[config.mk]
export PLATFORM = sky130hd
export DESIGN_NAME = ramp_ctrl
export DESIGN_NICKNAME = d
export VERILOG_FILES = /design/src/rtl/ramp_ctrl.sv
export SDC_FILE = /design/constraint.sdc
export NUM_CORES = 1
export LEC_CHECK = 0
export BUFFER_PORTS_ARGS = -buffer_cell sky130_fd_sc_hd__buf_2
export CAP_MARGIN = 15
export CORE_ASPECT_RATIO = 0.9
export CORE_MARGIN = 3
export CORE_UTILIZATION = 55
export DETAILED_ROUTE_END_ITERATION = 6
export HOLD_SLACK_MARGIN = 0.02
export PLACE_DENSITY = 0.82
export SYNTH_ARGS = -nofsm -noshare
export SYNTH_HDL_FRONTEND = slang
export SYNTH_SLANG_ARGS = --single-unit
[constraint.sdc]
create_clock -name clk -period 3.9 [get_ports clk]
set_clock_uncertainty 0.1 [all_clocks]
set_input_delay 0.78 -clock clk [delete_from_list [all_inputs] [get_ports clk]]
set_output_delay 0.78 -clock clk [all_outputs]
set_load 0.01 [all_outputs]
[src/rtl/ramp_ctrl.sv]
// ramp_ctrl: soft-start ramp of interrupter frequency and pulse width,
// with overcurrent cooldown and lockout after repeated trips.
module ramp_ctrl #(
   parameter int CLK_MHZ     = 100,
   parameter int STEP_US     = 1000,
   parameter int PAR_MAX_VAL = 255,
   parameter int FAULT_MAX   = 4,
   parameter int COOL_STEPS  = 100,
   localparam int W = $clog2(PAR_MAX_VAL + 1)
) (
   input  logic         clk,
   input  logic         rst,
   input  logic         en,
   input  logic [W-1:0] freq_tgt,
   input  logic [W-1:0] pw_tgt,
   input  logic         ocd,
   output logic [W-1:0] freq_par,
   output logic [W-1:0] pw_par,
   output logic         run,
   output logic         fault,
   output logic [2:0]   state
);

   localparam int STEP_CYC = CLK_MHZ * STEP_US;
   localparam int PW = (STEP_CYC > 1) ? $clog2(STEP_CYC) : 1;
   localparam int FW = (FAULT_MAX > 0) ? $clog2(FAULT_MAX + 1) : 1;
   localparam int CW = (COOL_STEPS > 0) ? $clog2(COOL_STEPS + 1) : 1;

   localparam logic [PW-1:0] PRE_LAST = PW'(STEP_CYC - 1);
   localparam logic [FW-1:0] F_MAX    = FW'(FAULT_MAX);
   localparam logic [CW-1:0] C_MAX    = CW'(COOL_STEPS);

   typedef enum logic [2:0] {
      IDLE = 3'd0,
      RAMP = 3'd1,
      HOLD = 3'd2,
      COOL = 3'd3,
      LOCK = 3'd4
   } state_t;

   state_t        state_q, state_d;
   logic [W-1:0]  pw_q, pw_d;
   logic [W-1:0]  freq_q, freq_d;
   logic          run_q, run_d;
   logic          fault_q, fault_d;
   logic          ocd_q;
   logic [FW-1:0] fcnt_q, fcnt_d;
   logic [PW-1:0] pre_q, pre_d;
   logic [CW-1:0] cool_q, cool_d;

   logic          tick;
   logic          ocd_edge;
   logic          at_tgt;
   logic [W-1:0]  pw_step;
   logic [W-1:0]  freq_step;
   logic [FW-1:0] fcnt_inc;
   logic [CW-1:0] cool_nx;

   // One unit toward the target; never moves past it, so never wraps.
   function automatic logic [W-1:0] step_to(
      input logic [W-1:0] cur,
      input logic [W-1:0] tgt
   );
      logic [W-1:0] r;
      r = cur;
      if (cur < tgt) begin
         r = cur + W'(1);
      end else if (cur > tgt) begin
         r = cur - W'(1);
      end
      return r;
   endfunction

   assign tick      = (pre_q == PRE_LAST);
   assign ocd_edge  = ocd & ~ocd_q;
   assign at_tgt    = (pw_q == pw_tgt) && (freq_q == freq_tgt);
   assign pw_step   = step_to(pw_q, pw_tgt);
   assign freq_step = step_to(freq_q, freq_tgt);
   assign fcnt_inc  = (fcnt_q == F_MAX) ? fcnt_q : fcnt_q + FW'(1);
   assign cool_nx   = cool_q + CW'(1);

   always_comb begin
      state_d = state_q;
      pw_d    = pw_q;
      freq_d  = freq_q;
      fcnt_d  = fcnt_q;
      cool_d  = cool_q;
      pre_d   = tick ? '0 : pre_q + PW'(1);

      unique case (state_q)
         IDLE: begin
            pw_d   = '0;
            freq_d = freq_tgt;
            fcnt_d = '0;
            cool_d = '0;
            if (en) begin
               state_d = RAMP;
               pre_d   = '0;
            end
         end
         RAMP, HOLD: begin
            // ocd trip outranks en drop, which outranks stepping
            if (ocd_edge) begin
               pw_d    = '0;
               fcnt_d  = fcnt_inc;
               cool_d  = '0;
               pre_d   = '0;
               state_d = (fcnt_inc == F_MAX) ? LOCK : COOL;
            end else if (!en) begin
               pw_d    = '0;
               state_d = IDLE;
            end else if (state_q == RAMP) begin
               if (at_tgt) begin
                  state_d = HOLD;
               end else if (tick) begin
                  pw_d   = pw_step;
                  freq_d = freq_step;
               end
            end else if (!at_tgt) begin
               state_d = RAMP;
               pre_d   = '0;
            end
         end
         COOL: begin
            pw_d = '0;
            if (tick) begin
               cool_d = cool_nx;
               if (cool_nx == C_MAX) begin
                  cool_d  = '0;
                  state_d = en ? RAMP : IDLE;
               end
            end
         end
         LOCK: begin
            pw_d = '0;
            if (!en) begin
               fcnt_d  = '0;
               state_d = IDLE;
            end
         end
         default: begin
            pw_d    = '0;
            state_d = IDLE;
         end
      endcase

      run_d   = (state_d == RAMP) || (state_d == HOLD);
      fault_d = (state_d == LOCK);
   end

   always_ff @(posedge clk or posedge rst) begin
      if (rst) begin
         state_q <= IDLE;
         pw_q    <= '0;
         freq_q  <= '0;
         run_q   <= 1'b0;
         fault_q <= 1'b0;
         ocd_q   <= 1'b0;
         fcnt_q  <= '0;
         pre_q   <= '0;
         cool_q  <= '0;
      end else begin
         state_q <= state_d;
         pw_q    <= pw_d;
         freq_q  <= freq_d;
         run_q   <= run_d;
         fault_q <= fault_d;
         ocd_q   <= ocd;
         fcnt_q  <= fcnt_d;
         pre_q   <= pre_d;
         cool_q  <= cool_d;
      end
   end

   assign pw_par   = pw_q;
   assign freq_par = freq_q;
   assign run      = run_q;
   assign fault    = fault_q;
   assign state    = state_q;

endmodule

==> Word-level counts from Yosys, hierarchy flattened <==
Cells that the tools add are included.
{ "totals": {"ff_bits": 49, "inputBits": 20, "output_inout_bits": 21, "elab_cells": 102} }
{ "op_classes": {"n_addsub": 7, "order_cmp": 4, "n_eq_ne": 26, "mux": 43, "bitwise_logic": 2, "n_reduce_logical": 11} }
{ "ops": {"columns": ["op", "n"], "rows": [
  ["$mux W8", 15],
  ["$mux W17", 6],
  ["$mux W3", 13],
  ["$pmux W17 S2", 1],
  ["$mux W7", 3],
  ["$pmux W7 S3", 1],
  ["$add A17 B1 Y17 const B", 1],
  ["$eq A17 B17 Y1 const B", 1],
  ["$add A8 B1 Y8 const B", 2],
  ["$eq A8 B8 Y1", 2],
  ["$gt A8 B8 Y1", 2],
  ["$lt A8 B8 Y1", 2],
  ["$ne A2 B2 Y1 const B", 8],
  ["$pmux W8 S2", 1],
  ["$sub A8 B1 Y8 const B", 2],
  ["$eq A3 B3 Y1 const B", 4],
  ["$ne A4 B4 Y1 const B", 3],
  ["$pmux W3 S4", 1],
  ["$eq A3 B2 Y1 const B", 3],
  ["$pmux W3 S3", 1],
  ["$add A7 B1 Y7 const B", 1],
  ["$eq A7 B7 Y1 const B", 1],
  ["$reduce_and A7 Y1", 1],
  ["$eq A3 B1 Y1 const B", 2],
  ["14 further kinds", 16]
]} }

==> Depth between registers and ports, before layout <==
{ "depth": {"ltp_word": 9, "mapped_depth": 15, "depth_no_buf": 15} }

==> Worst setup path after synthesis <==
OpenSTA, ideal clock, no wires.
{ "synth_path": {"path_type": "input -> register", "start": "in freq_tgt[1]", "end": "reg freq_q[7] (netlist: freq_par[7])", "setup_time_ns": 0.122, "arrival_ns": 3.172, "required_time_ns": 3.678, "path_slack_ns": 0.506, "cell_stages": 14, "n_path_buf": 0, "path_cell_list": "inv_1 > ha_1 > nor2b_1 > o211a_1 > nor2_1 > o21bai_1 > ha_1 > a21o_1 > nand4_1 > nand3_1 > o41ai_1 > xnor2_1 > a31oi_1 > a2bb2oi_1"} }
{ "synth_between": {"elab_chain_cells": 8, "word_cells_on_any_way": 14, "classes_between": "order compare: 2; eq/ne: 3; mux: 7; reduce/logical: 2"} }
{ "synth_lines": {"columns": ["element", "line_no", "rtl"], "rows": [
  ["start: declaration", "14", "input logic [W-1:0] freq_tgt,"],
  ["$lt A8 B8 Y1", "66", "if (cur < tgt) begin"],
  ["$mux W8", "66", null],
  ["$mux W8", "115", "end else if (tick) begin"],
  ["$mux W8", "113", "if (at_tgt) begin"],
  ["$mux W8", "112", "end else if (state_q == RAMP) begin"],
  ["$mux W8", "109", "end else if (!en) begin"],
  ["$mux W8", "103", "if (ocd_edge) begin"],
  ["$pmux W8 S2", "90", "unique case (state_q)"],
  ["end signal: assignment", "165", "freq_q <= freq_d;"],
  ["end: declaration", "43", "logic [W-1:0] freq_q, freq_d;"]
]} }
Parallel ways exist; a longest one is shown, timed or not. The select of a mux whose other input is x is not followed.
A chain may end at the register's enable or synchronous reset.

==> Worst setup path after layout <==
Ends and elaborated chain as after synthesis.

==> impl_metrics.json <==
{
  "n_antenna_cell": 0,
  "synthTopCellsByCount": "dfrtp_1 (49), nor2_1 (49), ha_1 (32), nand2_1 (32), inv_1 (31)",
  "rows": 26,
  "fin_ws_ns": 0.448,
  "async_flop_share_pct": 100,
  "ctsResizeCount": 0,
  "final_nets": 481,
  "syn_avg_cell_area_um2": 9.05,
  "tns_ns": 0,
  "p_leak_nw": 1.94,
  "slew_viol_final": 0,
  "min_path_type": "in -> async",
  "worstMarginPinSlew_ns": 0.985,
  "synth_cells": 384,
  "cts_tree": "done",
  "post-route-min-period_ns": 3.45,
  "final_hold_viol_count": 0,
  "antenna_left": 0,
  "critical_path_class": "in -> reg",
  "vias_per_cell": 5.68,
  "ios": 41,
  "postCtsSetupBuffers": 0,
  "status": "complete, no violations",
  "end_kind": "flip-flop",
  "grt_pass1_vias": 2771,
  "synth_edf_count": 0,
  "crit_fanout": 8,
  "clk_pin_slew_ns": 0.09,
  "io_buffers": 40,
  "cts_hold_buf": 0,
  "place_inst": 503,
  "power.total_mw": 2.12,
  "synth-seq-cells": 49,
  "vdd_drop_max_mv": 0.473,
  "startpoint_type": "input pin",
  "ys_types": 55,
  "drive_above_1_share_pct": 15.4,
  "insertion_delay_ns": 0.30,
  "fin_crit_sh_pct": 88.5,
  "start_util_pct": 59.1,
  "drtIter0Drc": 149,
  "post-dp-hpwl_mm": 5.65,
  "netlist.area_leader.share_pct": 35.3,
  "reg2regPathDepth": 13,
  "ys_warn_count": 0,
  "synthFlopType": "dfrtp_1",
  "synth.area.top_cells": "dfrtp_1 (35%), ha_1 (12%), nor2_1 (5.3%)",
  "routed_wl_mm": 7.40,
  "fin_cells": 512,
  "maxCapViolations": 0,
  "max_freq_ghz": 0.290,
  "gp_congestion": 0.881,
  "cts_htree_levels": 2,
  "dpl_worst_slack_ns": 0.156,
  "die_area_um2": 7310,
  "antenna_found_initial": 0,
  "cts_buffers": 5,
  "yosysTopAreaCell": "dfrtp_1",
  "slew_headroom_pct": 33.9,
  "die_x_um": 89.8,
  "ys_seq_area_share_pct": 35.3,
  "rsz0062_at_grt": "no",
  "synthesis.nets": 438,
  "clk_path_buf_depth": 2,
  "fillCellCount": 509,
  "pwr_density_cell_nw_per_um2": 551,
  "wl_per_cell_um": 14.4,
  "finalSetupViolCount": 0,
  "crit_required_ns": 4.00,
  "track_usage_pct": 21.3,
  "coreArea_um2": 5890,
  "holdWs_ns": 0.372,
  "critPathArrivalTime_ns": 3.55,
  "syn_area_um2": 3480,
  "dr.pass1.iters": 4,
  "route.vias.total": 2909,
  "grt_max_degree": 50,
  "cts_root_buffer": "clkbuf_8",
  "die_h_um": 81.4,
  "route.detailed.drc": 0,
  "overflow": 0,
  "grt_pass1_wl_mm": 12.8,
  "cts_num_sinks": 49,
  "area_delta_synth_final_pct": 10.6
}
-- stage by stage --
| stage | cell area (µm²) | utilization (%) |
|---|---|---|
| 6_report | 3840 | 65.3 |
| 5_1_grt | 3840 | 65.3 |
| 4_1_cts | 3820 | 65.0 |
| 3_5_place_dp | 3740 | 63.5 |
| 3_3_place_gp | 3740 | 63.5 |
| 2_1_floorplan | 3480 | - |
-- worst max-delay path, stage by stage --
cell       delay, ns
buf_2           0.09
inv_1           0.04
ha_1            0.28
nor2b_1         0.13
o211a_1         0.16
nor2_1          0.05
o21bai_1        0.55
ha_1            0.35
a21o_1          0.19
nand4_1         0.08
nand3_1         0.08
o41ai_1         0.32
xnor2_1         0.19
a31oi_1         0.11
a2bb2oi_1       0.16
-- layout make-up --
cell class / count / area (µm²) / area share [%]
Clock buffer: 5 / 68.8 / 1.79
Clock inverter: 3 / 17.5 / 0.456
Inverter: 31 / 116 / 3.03
Multi-Input combinational cell: 297 / 2080 / 54.0
Sequential cell: 49 / 1230 / 31.9
Tap cell: 84 / 105 / 2.73
Timing Repair Buffer: 43 / 235 / 6.12
-- placed cells by master, fill, tap and decap left out, drive strengths merged, types with 10 or more instances in the layout --
master	instances
dfrtp	49
buf	43
ha	32
xor2	17
nand2	32
nor2	49
inv	31
nand4	10
a21oi	21
xnor2	12
o21ai	21
nand3	13
-- metal layers --
metal	GRT usage (%)	vias up	routed length, µm
li1	-	1449	-
met1	29.4	1394	3550
met2	35.7	59	3480
met3	3.48	7	305
met4	5.67	0	64
met5	0	-	0
-- power by group --
part	total, mW	switching (mW)	leakage, nW	internal, mW
registers	0.720	0.123	0.654	0.597
clock network	0.298	0.174	0.0439	0.124
logic	1.10	0.635	1.24	0.466
-- logic make-up (layout without fill, tap and decap cells) --
logic type               after synthesis  in the layout  synth area share [%]
AND/OR/NAND/NOR                      145            145                  21.1
buffers and inverters                 38             82                  5.04
adder cells (fa/ha/maj)               34             34                  12.7
AO/OA/AOI/OAI                         82             82                  16.4
flip-flops                            49             49                  35.3
XOR/XNOR                              29             29                  7.30
multiplexers                           7              7                  2.19
-- state kept, by name, summed over array words and instances (netlist names) --
signal / flops
pre_q: 17
freq_par: 8
pw_par: 8
cool_q: 7
fcnt_q: 3
state: 3
fault: 1
ocd_q: 1
run: 1
-- final timing paths --
check                            start     endpoint  slack (ns)
min in group clk              pre_q[0]     pre_q[0]        0.39
max reg2reg                freq_par[1]  freq_par[7]        0.56
min                                rst    cool_q[6]        0.37
max                        freq_tgt[1]  freq_par[7]        0.45
min reg2reg                   pre_q[0]     pre_q[0]        0.39
max in group asynchronous          rst     pre_q[7]        2.81
Power figures use the tool's default switching activity.
